**src/rtl/display_scan_ctrl.sv**
```systemverilog
// Four-digit multiplexed seven-segment scan controller with a frame-aligned
// double-buffered display value and optional leading-zero blanking.
module display_scan_ctrl #(
   parameter int DIVIDE_BY = 100000
) (
   input  logic        clk,
   input  logic        btnC,
   input  logic [15:0] value,
   input  logic        load,
   output logic        ready,
   input  logic        lzb,
   input  logic        en,
   output logic [3:0]  an,
   output logic [1:0]  digit_sel,
   output logic [3:0]  nibble,
   output logic        blank,
   output logic        frame_start
);

   localparam int               DIV_W    = $clog2(DIVIDE_BY) + 1;
   localparam logic [DIV_W-1:0] DIV_LAST = DIV_W'(DIVIDE_BY - 1);

   typedef enum logic [1:0] {
      SLOT_R  = 2'd0,
      SLOT_RC = 2'd1,
      SLOT_LC = 2'd2,
      SLOT_L  = 2'd3
   } slot_t;

   logic [DIV_W-1:0] div_q, div_d;
   slot_t            slot_q, slot_d;
   logic [15:0]      active_q, active_d;
   logic [15:0]      pending_q, pending_d;
   logic             pend_full_q, pend_full_d;

   logic [3:0]       an_q, an_d;
   logic [1:0]       digit_sel_q, digit_sel_d;
   logic [3:0]       nibble_q, nibble_d;
   logic             blank_q, blank_d;
   logic             frame_start_q, frame_start_d;

   logic             tick;
   logic             wrap;
   logic [3:0]       an_slot;
   logic [3:0]       nib_slot;
   logic             upper_zero;

   always_comb begin
      // NOTE: every signal gets a default before any branch, so no latch can be inferred.
      tick        = (div_q == DIV_LAST);
      wrap        = tick && (slot_q == SLOT_L);
      div_d       = tick ? '0 : div_q + DIV_W'(1);
      slot_d      = tick ? slot_t'(slot_q + 2'd1) : slot_q;

      active_d    = active_q;
      pending_d   = pending_q;
      pend_full_d = pend_full_q;

      // Commit and accept are mutually exclusive: one needs a full buffer, the other an empty one.
      if (wrap && pend_full_q) begin
         active_d    = pending_q;
         pend_full_d = 1'b0;
      end
      if (load && !pend_full_q) begin
         pending_d   = value;
         pend_full_d = 1'b1;
      end

      an_slot    = 4'b1110;
      nib_slot   = active_d[3:0];
      upper_zero = 1'b0;
      unique case (slot_d)
         SLOT_R: begin
            an_slot    = 4'b1110;
            nib_slot   = active_d[3:0];
            upper_zero = 1'b0;
         end
         SLOT_RC: begin
            an_slot    = 4'b1101;
            nib_slot   = active_d[7:4];
            upper_zero = (active_d[15:4] == 12'h000);
         end
         SLOT_LC: begin
            an_slot    = 4'b1011;
            nib_slot   = active_d[11:8];
            upper_zero = (active_d[15:8] == 8'h00);
         end
         SLOT_L: begin
            an_slot    = 4'b0111;
            nib_slot   = active_d[15:12];
            upper_zero = (active_d[15:12] == 4'h0);
         end
      endcase

      // Outputs are built from next-state slot and post-commit value so they land with the slot update.
      an_d          = en ? an_slot : 4'b1111;
      digit_sel_d   = slot_d;
      nibble_d      = nib_slot;
      blank_d       = !en || (lzb && upper_zero);
      frame_start_d = wrap;
   end

   always_ff @(posedge clk or posedge btnC) begin
      // NOTE: state is updated with non-blocking assignments so all flops sample pre-edge values.
      if (btnC) begin
         div_q         <= '0;
         slot_q        <= SLOT_R;
         active_q      <= 16'h0000;
         pending_q     <= 16'h0000;
         pend_full_q   <= 1'b0;
         an_q          <= 4'b1110;
         digit_sel_q   <= 2'd0;
         nibble_q      <= 4'h0;
         blank_q       <= 1'b0;
         frame_start_q <= 1'b0;
      end else begin
         div_q         <= div_d;
         slot_q        <= slot_d;
         active_q      <= active_d;
         pending_q     <= pending_d;
         pend_full_q   <= pend_full_d;
         an_q          <= an_d;
         digit_sel_q   <= digit_sel_d;
         nibble_q      <= nibble_d;
         blank_q       <= blank_d;
         frame_start_q <= frame_start_d;
      end
   end

   assign ready       = !pend_full_q;
   assign an          = an_q;
   assign digit_sel   = digit_sel_q;
   assign nibble      = nibble_q;
   assign blank       = blank_q;
   assign frame_start = frame_start_q;

endmodule
```
**config.mk**
```make
export PLATFORM = sky130hd
export DESIGN_NAME = display_scan_ctrl
export DESIGN_NICKNAME = d
export VERILOG_FILES = /design/src/rtl/display_scan_ctrl.sv
export SDC_FILE = /design/constraint.sdc
export NUM_CORES = 1
export LEC_CHECK = 0
export BUFFER_PORTS_ARGS = -buffer_cell sky130_fd_sc_hd__buf_4
export CAP_MARGIN = 30
export CORE_UTILIZATION = 48
export DETAILED_ROUTE_END_ITERATION = 7
export PLACE_DENSITY_LB_ADDON = 0.3
export SLEW_MARGIN = 10
export SYNTH_ARGS = -nofsm -noshare
export SYNTH_HDL_FRONTEND = slang
export SYNTH_SLANG_ARGS = --single-unit
```
**constraint.sdc**
```tcl
create_clock -name clk -period 2.6 [get_ports clk]
set_input_delay 0.52 -clock clk [delete_from_list [all_inputs] [get_ports clk]]
set_output_delay 0.52 -clock clk [all_outputs]
set_load 0.02 [all_outputs]
```
-- Word level (Yosys, flattened, before mapping)
Index checks and enable logic that the tools add are counted.
- input port bits: 21
- flip-flop bits (word level): 63
- word-level logic and storage cells: 37
- output and inout port bits: 13
- equality and inequality tests: 5
- $add $sub $neg: 2
- reductions and logical operators: 12
- multiplexer cells: 9
- operator list (cell ; number):
    4-bit case mux with 4 select lines ; 2
    18-bit by 1-bit adder with 18-bit output, second input constant ; 1
    18-bit by 17-bit == test with 1-bit output, second input constant ; 1
    18-bit 2-to-1 mux ; 1
    16-bit 2-to-1 mux ; 1
    12-bit zero test ; 1
    8-bit zero test ; 1
    2-bit == test, second input constant ; 3
    1-bit logical AND ; 4
    4-bit zero test ; 1
    4-bit 2-to-1 mux ; 1
    1-bit case mux with 4 select lines ; 1
    2-bit by 1-bit adder with 2-bit output, second input constant ; 1
    2-bit by 1-bit == test with 1-bit output, second input constant ; 1
    1-bit zero test ; 2
    2-bit zero test ; 1
    1-bit 2-to-1 mux ; 2
    2-bit 2-to-1 mux ; 1
    2-bit nonzero test ; 1
    1-bit logical OR ; 1

-- Longest topological paths before layout
Gate-level depths: netlist of run 1.
- depth after elaboration: 8
- gate-level depth with buffers: 8

-- Worst setup path before layout of run 1
OpenSTA, ideal clock, no wires.
- path kind: reg-to-reg
- from: register div_q[0]
- to: register nibble_q[0], in the netlist nibble[0]
- arrival: 1.892 ns
- library setup time: 0.150 ns
- required time: 2.450 ns
- stages on the path, launching flop included: 9
- setup slack: 0.558 ns
- cells stage by stage: dfrtp_1 -> ha_1 -> and4_1 -> nand3_2 -> nor3_4 -> buf_6 -> mux2_1 -> mux2i_1 -> mux2i_1
- cells in the longest elaborated chain, start to end: 5
- RTL lines (element ; RTL line ; source):
    from (decl) ; 30 ; logic [DIV_W-1:0] div_q, div_d;
    from (signal assigned) ; 117 ; div_q <= div_d;
    18-bit by 17-bit == test with 1-bit output ; 50 ; tick = (div_q == DIV_LAST);
    1-bit logical AND ; 51 ; wrap = tick && (slot_q == SLOT_L);
    1-bit logical AND ; 60 ; if (wrap && pend_full_q) begin
    16-bit 2-to-1 mux ; 60 ;
    net active_d[8] ; 32 ; logic [15:0] active_q, active_d;
    4-bit case mux with 4 select lines ; 72 ; unique case (slot_d)
    net nib_slot[0] ; 45 ; logic [3:0] nib_slot;
    to (signal assigned) ; 124 ; nibble_q <= nibble_d;
    to (decl) ; 38 ; logic [3:0] nibble_q, nibble_d;
The timed path passes the listed nets, and every way through them passes these cells.
A chain may end at the register's enable or synchronous reset.

-- Final worst setup path of run 1
- from: register div_q[0]
- to: register nibble_q[1], in the netlist nibble[1]
- RTL lines (element ; RTL line ; source):
    18-bit by 17-bit == test with 1-bit output (*) ; 50 ;
    2-bit 2-to-1 mux (*) ; 53 ; slot_d = tick ? slot_t'(slot_q + 2'd1) : slot_q;
    net digit_sel_d[1] ; 37 ; logic [1:0] digit_sel_q, digit_sel_d;
    2-bit == test (tied with other cells) ; 72 ;
    4-bit case mux with 4 select lines (*) ; 72 ;
    net nib_slot[1] ; 45 ;
The timed path passes the listed nets; every way through them passes the cells marked *.

==> results of run 1 <==
-- area by class of cell --
type	instances	area [um^2]	share of cell area (%)
Sequential cell	63	1580	49.0
Multi-Input combinational cell	126	1040	32.4
Timing Repair Buffer	38	310	9.62
Clock inverter	5	50.0	1.55
Clock buffer	11	131	4.07
Tap cell	70	87.6	2.71
Inverter	6	22.5	0.698
-- cells by family (layout without fill, tap and decap cells) --
group	count (synthesis)	in the layout	synth area share [%]
AOI/OAI and AO/OA	6	6	1.40
muxes	46	46	19.3
DFF	63	63	58.9
xor gates and xnor gates	16	16	5.23
and+or+nand+nor	56	56	12.1
buffers and inverters	11	60	2.10
adders and majority gates	2	2	0.933
-- worst max-delay path by stage --
stage          startpoint          end  slack (ps)  cells past startpoint
5_1_grt          div_q[0]    nibble[1]         190                      8
2_1_floorplan        btnC  active_q[0]         520                      1
3_3_place_gp     div_q[0]    nibble[1]         390                      8
6_report         div_q[0]    nibble[1]         330                      8
4_1_cts          div_q[0]    nibble[1]         320                      8
3_5_place_dp     div_q[0]    nibble[1]         330                      8
-- power by group through the flow --
| stage | registers, uW | clock network, uW | logic (uW) |
|---|---|---|---|
| CTS | 1030 | 807 | 86.7 |
| global route | 1040 | 846 | 94.3 |
| detailed placement | 1050 | 0 | 86.6 |
| finish | 1030 | 787 | 83.9 |
| global placement | 1050 | 0 | 84.4 |
| floorplan | 1040 | 0 | 45.1 |
-- Yosys cell counts, types with 2 or more instances --
cell type  count  share of area, %
o21ai_0        2              0.37
nor4_1         6               1.4
and2_1         3              0.70
nor2_1        11               1.5
nand2_1        9               1.3
ha_1           2              0.93
nand3_1       10               1.9
xnor2_1       10               3.3
mux2i_1       13               4.9
mux2_2        22               9.2
inv_1          5              0.70
nand4_1        4              0.93
buf_6          2              0.84
clkbuf_1       3              0.42
and4_1         2              0.65
nand3_2        2              0.75
dfrtp_1       60                56
nor2b_1        2              0.47
xor2_1         6               2.0
dfstp_2        3               2.9
mux2_1         9               3.8
-- routing by layer --
| layer | track usage, % | wire length (um) | up-vias |
|---|---|---|---|
| li1 | - | - | 791 |
| met1 | 26.0 | 2440 | 818 |
| met2 | 25.1 | 2080 | 30 |
| met3 | 5.48 | 162 | 4 |
| met4 | 8.65 | 47 | 0 |
| met5 | 0 | 0 | - |
-- critical path, cell delays in order, from the launching register on --
cell	delay, ps
dfrtp_1	380
ha_1	210
and4_1	250
nand3_2	150
nor2_4	180
mux2i_4	430
inv_2	180
mux2i_1	260
mux2i_1	100
-- registers in the layout (all words and copies together), names as in the netlist --
| register | flops |
|---|---|
| nibble | 4 |
| pending_q | 16 |
| digit_sel | 2 |
| frame_start | 1 |
| an | 4 |
| pend_full_q | 1 |
| div_q | 18 |
| active_q | 16 |
| blank | 1 |
-- metrics by stage --
step / utilization (%) / std cells / instance area (um^2) / power, uW
6_report: 61.6 / 319 / 3230 / 1900
5_1_grt: 61.6 / 319 / 3230 / 1980
4_1_cts: 61.6 / 319 / 3230 / 1930
3_5_place_dp: 58.1 / 303 / 3050 / 1140
3_3_place_gp: 58.1 / 303 / 3050 / 1140
2_1_floorplan: - / 200 / 2680 / 1090
-- layout by cell type, fill, tap and decap left out, types with 3 or more instances in the layout --
cell type,netlist,routed
nor2_1,11,11
dfrtp_1,60,60
xnor2_1,10,10
nand3_1,10,10
inv_1,5,4
nor4_1,6,6
nand2_1,9,9
nand4_1,4,4
mux2_2,22,22
clkinv_2,0,4
and2_1,3,3
dfstp_2,3,3
mux2_1,9,9
mux2i_1,13,13
clkbuf_8,0,9
xor2_1,6,6
buf_4,0,36
==> impl_results.rst, run 1 <==
.. list-table::
   :header-rows: 1

   * - Metric
     - Value
   * - Result of the run
     - completed
   * - Floorplan die width
     - 76.7 um
   * - Final critical path time including I/O delays and setup
     - 2270 ps
   * - Flop and latch count out of synthesis
     - 63
   * - Area delta synth->final
     - 20.3%
   * - Final net count
     - 267
   * - Slack of the worst reg-to-reg path
     - 330 ps
   * - Diode insertion count for antenna repair
     - 0
   * - Global route overflow
     - 0
   * - Post-synthesis sequential area ratio
     - 58.9%
   * - Fraction of final layout cells sized beyond drive strength 1
     - 34.5%
   * - Routed length per placed instance
     - 14.8 um
   * - Internal power
     - 1500 uW
   * - Number of levels in the clock H-tree
     - 3
   * - Number of buffers inserted by hold repair at cts
     - 0
   * - Number of synthesized flops with an enable pin
     - 0
   * - CTS tree
     - yes
   * - Clock transition time at the flip-flop clock pins of the worst setup and hold paths
     - 70 ps
   * - Post-synthesis instance area
     - 0.00268 mm^2
   * - Proportion of power drawn by combinational gates
     - 4.4%
   * - Via-per-instance ratio
     - 5.15
   * - Number of iterations in the first detailed-routing pass
     - 4
   * - Share of power burned in the clock network
     - 41.3%
   * - Number of buffers added on ports
     - 33
   * - Switching portion of total power
     - 21.5%
   * - Final TNS setup
     - 0 ps
   * - Achievable frequency
     - 441 MHz
   * - Maximum vdd ir drop
     - 0.000316 V
   * - Wirelength, routed
     - 4740 um
   * - Main synth FF type
     - dfrtp_1
   * - Worst-Margin Slew
     - 539 ps
   * - Max capacitance violation total
     - 0
   * - Setup crit end kind
     - flop
   * - Worst clock skew
     - 8.59 ps
   * - Maximum fanout along the worst path
     - 9
   * - Final Hold Vio Count
     - 0
   * - Initial drt markers
     - 88
   * - Number of global-route vias before repair
     - 1673
   * - Fill cells
     - 424
   * - Total setup buffers inserted after CTS
     - 0
   * - Number of nets with antenna violations after routing
     - 0
   * - Height of the die
     - 76.7 um
   * - Overall Global Routing Usage
     - 18.2%
   * - Net count after synthesis
     - 223
   * - Placeable core area
     - 0.00524 mm^2
   * - Share of total power in sequential cells
     - 54.3%
   * - FF-to-FF Start
     - div_q[0]
   * - First-pass GRT wire length
     - 8110 um
   * - LEAKAGE
     - 0.00159 uW
   * - Count of pins over their slew limit
     - 0
   * - Via count of the routed design
     - 1643
   * - Class of the worst hold path
     - primary input to asynchronous set/reset pin
   * - Final setup slack of the worst path
     - 333 ps
   * - Post-DP HPWL
     - 3330 um
   * - Final setup violation count
     - 0
   * - Share of flip-flops with an asynchronous set or reset
     - 100%
   * - Final routed DRC violation total
     - 0
   * - Full die area
     - 0.00589 mm^2
   * - Kind of start point of the critical path
     - flop
   * - RSZ-0062 raised after global routing
     - false
   * - Worst Hold Slack
     - 232 ps
   * - Synthesized instance count
     - 200
   * - Required time reported for the critical path endpoint
     - 2800 ps
   * - Final RePlAce weighted congestion
     - 0.792
   * - Post-cts resize count
     - 0
   * - TritonCTS buffer count
     - 9
   * - Number of core rows
     - 26
   * - Total power divided by cell area
     - 590 mW/mm^2
   * - Switching power
     - 409 uW
   * - Worst reg2reg path depth
     - 8
   * - Top-level I/O count
     - 34
   * - Classification of the worst setup path
     - flop to flop
   * - Number of antenna violations at the first check in global routing
     - 0
   * - Crit share post-route
     - 87.2%
   * - Maximum buffer depth of the clock tree
     - 2
   * - Syn. warnings
     - 0
   * - Critical register-to-register path endpoint
     - nibble[1]
   * - Clk Tree Root Cell
     - clkbuf_8
   * - Worst setup slack before clock tree synthesis
     - 331 ps
   * - Data arrival time of the critical path
     - 2470 ps
   * - Relative max-transition margin
     - 63.8%
   * - Distinct cell type count after synthesis
     - 35
   * - Effective utilization at floorplan
     - 51.2%
   * - TritonCTS sink count
     - 63
   * - Pin count of the biggest net entering global routing
     - 41
   * - Latest clock arrival within the worst-skew pair
     - 330 ps
   * - Mean instance size in the synthesized netlist
     - 13.4 um^2
No activity file was read; power rests on OpenSTA's default activity.
==> inputs of run 2 (changes only) <==
clock period = 2.2 ns   (was 2.6 ns; I/O delays follow)
==> run 2 against run 1 <==
  * Maximum frequency grew 6.7%
  * Combinational power grew 20%
  * Core utilization rose by 4.3 points
  * Clock skew is 4.0 ps higher
  * Critical endpoint unchanged
  * Final cell count up 5.3%
  * Critical path type unchanged
==> impl_results.rst, run 2 (synthesis gave the netlist of run 1 again) <==
.. list-table::
   :header-rows: 1

   * - Metric
     - Value
   * - Result of the run
     - completed
   * - FF-to-FF Start
     - div_q[12]
   * - Number of flip-flops in the largest register
     - 18 (unchanged)
   * - Height of the die
     - 76.7 um (unchanged)
   * - CTS tree
     - yes
   * - Fraction of final layout cells sized beyond drive strength 1
     - 43.2% (+8.7 points)
   * - TritonCTS sink count
     - 63 (unchanged)
   * - Pin count of the biggest net entering global routing
     - 64 (+56%)
   * - Maximum fanout along the worst path
     - 5 (-4)
   * - Number of core rows
     - 26 (unchanged)
   * - Placed cell areas
     - 0.00308 mm^2 (+1.2%)
   * - Data arrival time of the critical path
     - 2330 ps (-140 ps)
   * - RSZ-0062 raised after global routing
     - true
   * - Share of total power in sequential cells
     - 57.1% (+2.8 points)
   * - Maximum buffer depth of the clock tree
     - 2 (unchanged)
   * - Kind of start point of the critical path
     - flop
   * - Worst reg2reg path depth
     - 8 (unchanged)
   * - Effective utilization at floorplan
     - 51.2% (unchanged)
   * - Slack of the worst reg-to-reg path
     - 70 ps (-260 ps)
   * - Register cell area after layout
     - 0.00158 mm^2 (unchanged)
   * - Routed length per placed instance
     - 15.4 um (+3.6%)
   * - Most used cells in the layout excluding fill and tap cells
     - dfrtp_1 (60), buf_4 (49), mux2_2 (16), mux2_4 (16), mux2i_1 (12)
   * - Number of nets with antenna violations after routing
     - 0 (unchanged)
   * - Clk Tree Root Cell
     - clkbuf_8
   * - Cell with the largest stage delay on the worst path
     - dfrtp_1
   * - Latest clock arrival within the worst-skew pair
     - 340 ps (about the same)
   * - Worst Hold Slack
     - 168 ps (-64.3 ps)
   * - Leading cell type in the layout, fill and taps excluded
     - dfrtp_1
   * - Biggest regs
     - div_q x18, active_q x16, pending_q x16
   * - Switching portion of total power
     - 22.9% (+1.4 points)
   * - Number of buffers added on ports
     - 33 (unchanged)
   * - Post-Layout Cell Count
     - 336 (+5.3%)
   * - Final setup slack of the worst path
     - 74.7 ps (-258 ps)
   * - Classification of the worst setup path
     - flop to flop
   * - Largest Register
     - div_q
   * - Initial drt markers
     - 94 (+6.8%)
   * - Achievable frequency
     - 471 MHz (+6.7%)
   * - Class of the worst hold path
     - primary input to asynchronous set/reset pin
   * - First-pass GRT wire length
     - 8240 um (+1.6%)
   * - Global route overflow
     - 0 (unchanged)
   * - Fill cells
     - 386 (-9.0%)
   * - Number of levels in the clock H-tree
     - 3 (unchanged)
   * - Floorplan die width
     - 76.7 um (unchanged)
   * - Setup crit end kind
     - flop
   * - Number of buffers inserted by hold repair at cts
     - 0 (unchanged)
   * - Number of iterations in the first detailed-routing pass
     - 4 (unchanged)
   * - Number of antenna violations at the first check in global routing
     - 0 (unchanged)
   * - Max capacitance violation total
     - 0 (unchanged)
   * - Total power divided by cell area
     - 621 mW/mm^2 (+5.3%)
   * - Share of power burned in the clock network
     - 38.2% (-3.1 points)
   * - Final Hold Vio Count
     - 0 (unchanged)
   * - Diode insertion count for antenna repair
     - 0 (unchanged)
   * - Critical register-to-register path endpoint
     - nibble[1]
   * - Via count of the routed design
     - 1770 (+7.7%)
   * - Required time reported for the critical path endpoint
     - 2410 ps (-390 ps)
   * - TritonCTS buffer count
     - 9 (unchanged)
   * - Total design power
     - 2150 uW (+13%)
   * - Worst clock skew
     - 12.6 ps (+4.03 ps)
   * - Full die area
     - 0.00589 mm^2 (unchanged)
   * - Worst-Margin Slew
     - 466 ps (-73.6 ps)
   * - Max stage delay on crit path
     - 420 ps (about the same)
   * - Post-DP HPWL
     - 3280 um (-1.4%)
   * - Count of pins over their slew limit
     - 0 (unchanged)
   * - Maximum vdd ir drop
     - 0.000387 V (+22%)
   * - Area of the multi-input gates
     - 0.00112 mm^2 (+7.4%)
   * - Clock transition time at the flip-flop clock pins of the worst setup and hold paths
     - 70 ps (about the same)
   * - Internal power
     - 1650 uW (+11%)
   * - Relative max-transition margin
     - 68.7% (+4.9 points)
   * - Final routed DRC violation total
     - 0 (unchanged)
   * - Critical path, cell by cell
     - nor4_2 -> nand3_2 -> nor3_4 -> buf_6 -> clkbuf_16 -> mux2_4 -> mux2i_1 -> mux2i_1
   * - Final setup violation count
     - 0 (unchanged)
   * - Fin area
     - 0.00345 mm^2 (+7.0%)
   * - Area delta synth->final
     - 28.7%
   * - Top-level I/O count
     - 34 (unchanged)
   * - LEAKAGE
     - 0.00167 uW (+5.2%)
   * - Final net count
     - 284 (+6.4%)
   * - Via-per-instance ratio
     - 5.27 (+2.3%)
   * - Placeable core area
     - 0.00524 mm^2 (unchanged)
   * - Number of global-route vias before repair
     - 1715 (+2.5%)
   * - Final RePlAce weighted congestion
     - 0.797 (+0.69%)
   * - Proportion of power drawn by combinational gates
     - 4.7% (+0.3 points)
   * - Wirelength, routed
     - 5170 um (+9.1%)
   * - Crit share post-route
     - 96.6% (+9.4 points)
   * - Placed cells
     - 308 (+1.7%)
   * - Overall Global Routing Usage
     - 18.5% (+0.31 points)
   * - Most numerous cell on the critical path
     - mux2i_1
   * - Final critical path time including I/O delays and setup
     - 2130 ps (-142 ps)
   * - Worst setup slack before clock tree synthesis
     - -1.66 ps (-333 ps)
   * - Switching power
     - 491 uW (+20%)
## run 2: cell types whose count changed in the layout (fill, tap and decap cells not counted), sizes merged
cell	before	now
clkinvlp	0	1
bufinv	1	0
clkbuf	11	13
buf	38	53
## run 2: layout make-up
type,count,share of cell area (%)
sequential,63,45.8
multi-input combinational,126,32.5
clock buffer,11,3.81
inverter,6,0.652
clock inverter,5,0.797
timing repair buffer,55,13.9
tap,70,2.54
## run 2: how the worst max path moves through the flow
stage / start / end / slack [ps] / cells after the start
final: div_q[12] / nibble[1] / 70 / 8
after global placement: div_q[13] / nibble[3] / 80 / 7
after detailed placement: div_q[13] / nibble[3] / -2 / 7
after floorplan: div_q[0] / nibble[0] / 160 / 8
after global routing: div_q[0] / nibble[3] / -40 / 8
after CTS: div_q[0] / nibble[3] / 10 / 8
## run 2: repair_timing
item / 4_1_cts / 5_1_grt
cloned: 0 / 2
pin swaps: 0 / 4
buffers inserted: 0 / 10
gates resized for setup: 1 / 24
endpoints found under the setup margin: 1 / 5
## run 2: per-stage QoR
stage | setup TNS [ps] | util [%]
2_1_floorplan | 0 | -
3_3_place_gp | 0 | 58.9
3_5_place_dp | -1.66 | 58.9
4_1_cts | 0 | 62.0
5_1_grt | -87.4 | 65.9
6_report | 0 | 65.9
## run 2: critical path, delay by kind of cell, from the launching register on
family | cells | cell delay, ps
AND/OR/NAND/NOR | 3 | 730
flip-flops | 1 | 420
buffers and inverters | 2 | 290
multiplexers | 3 | 550
## run 2: layer usage
| metal | up-vias | track usage [%] | wire [um] |
|---|---|---|---|
| met5 | - | 0 | 0 |
| met4 | 0 | 10.4 | 87 |
| met3 | 10 | 4.17 | 226 |
| met2 | 42 | 26.2 | 2380 |
| met1 | 886 | 26.2 | 2470 |
| li1 | 832 | - | - |
## run 2: power by group through the flow
stage | registers, uW | clock network [uW] | logic [uW]
3_5_place_dp | 1240 | 0 | 102
2_1_floorplan | 1230 | 0 | 53.2
6_report | 1220 | 820 | 101
5_1_grt | 1230 | 889 | 112
3_3_place_gp | 1240 | 0 | 99.9
4_1_cts | 1220 | 839 | 102
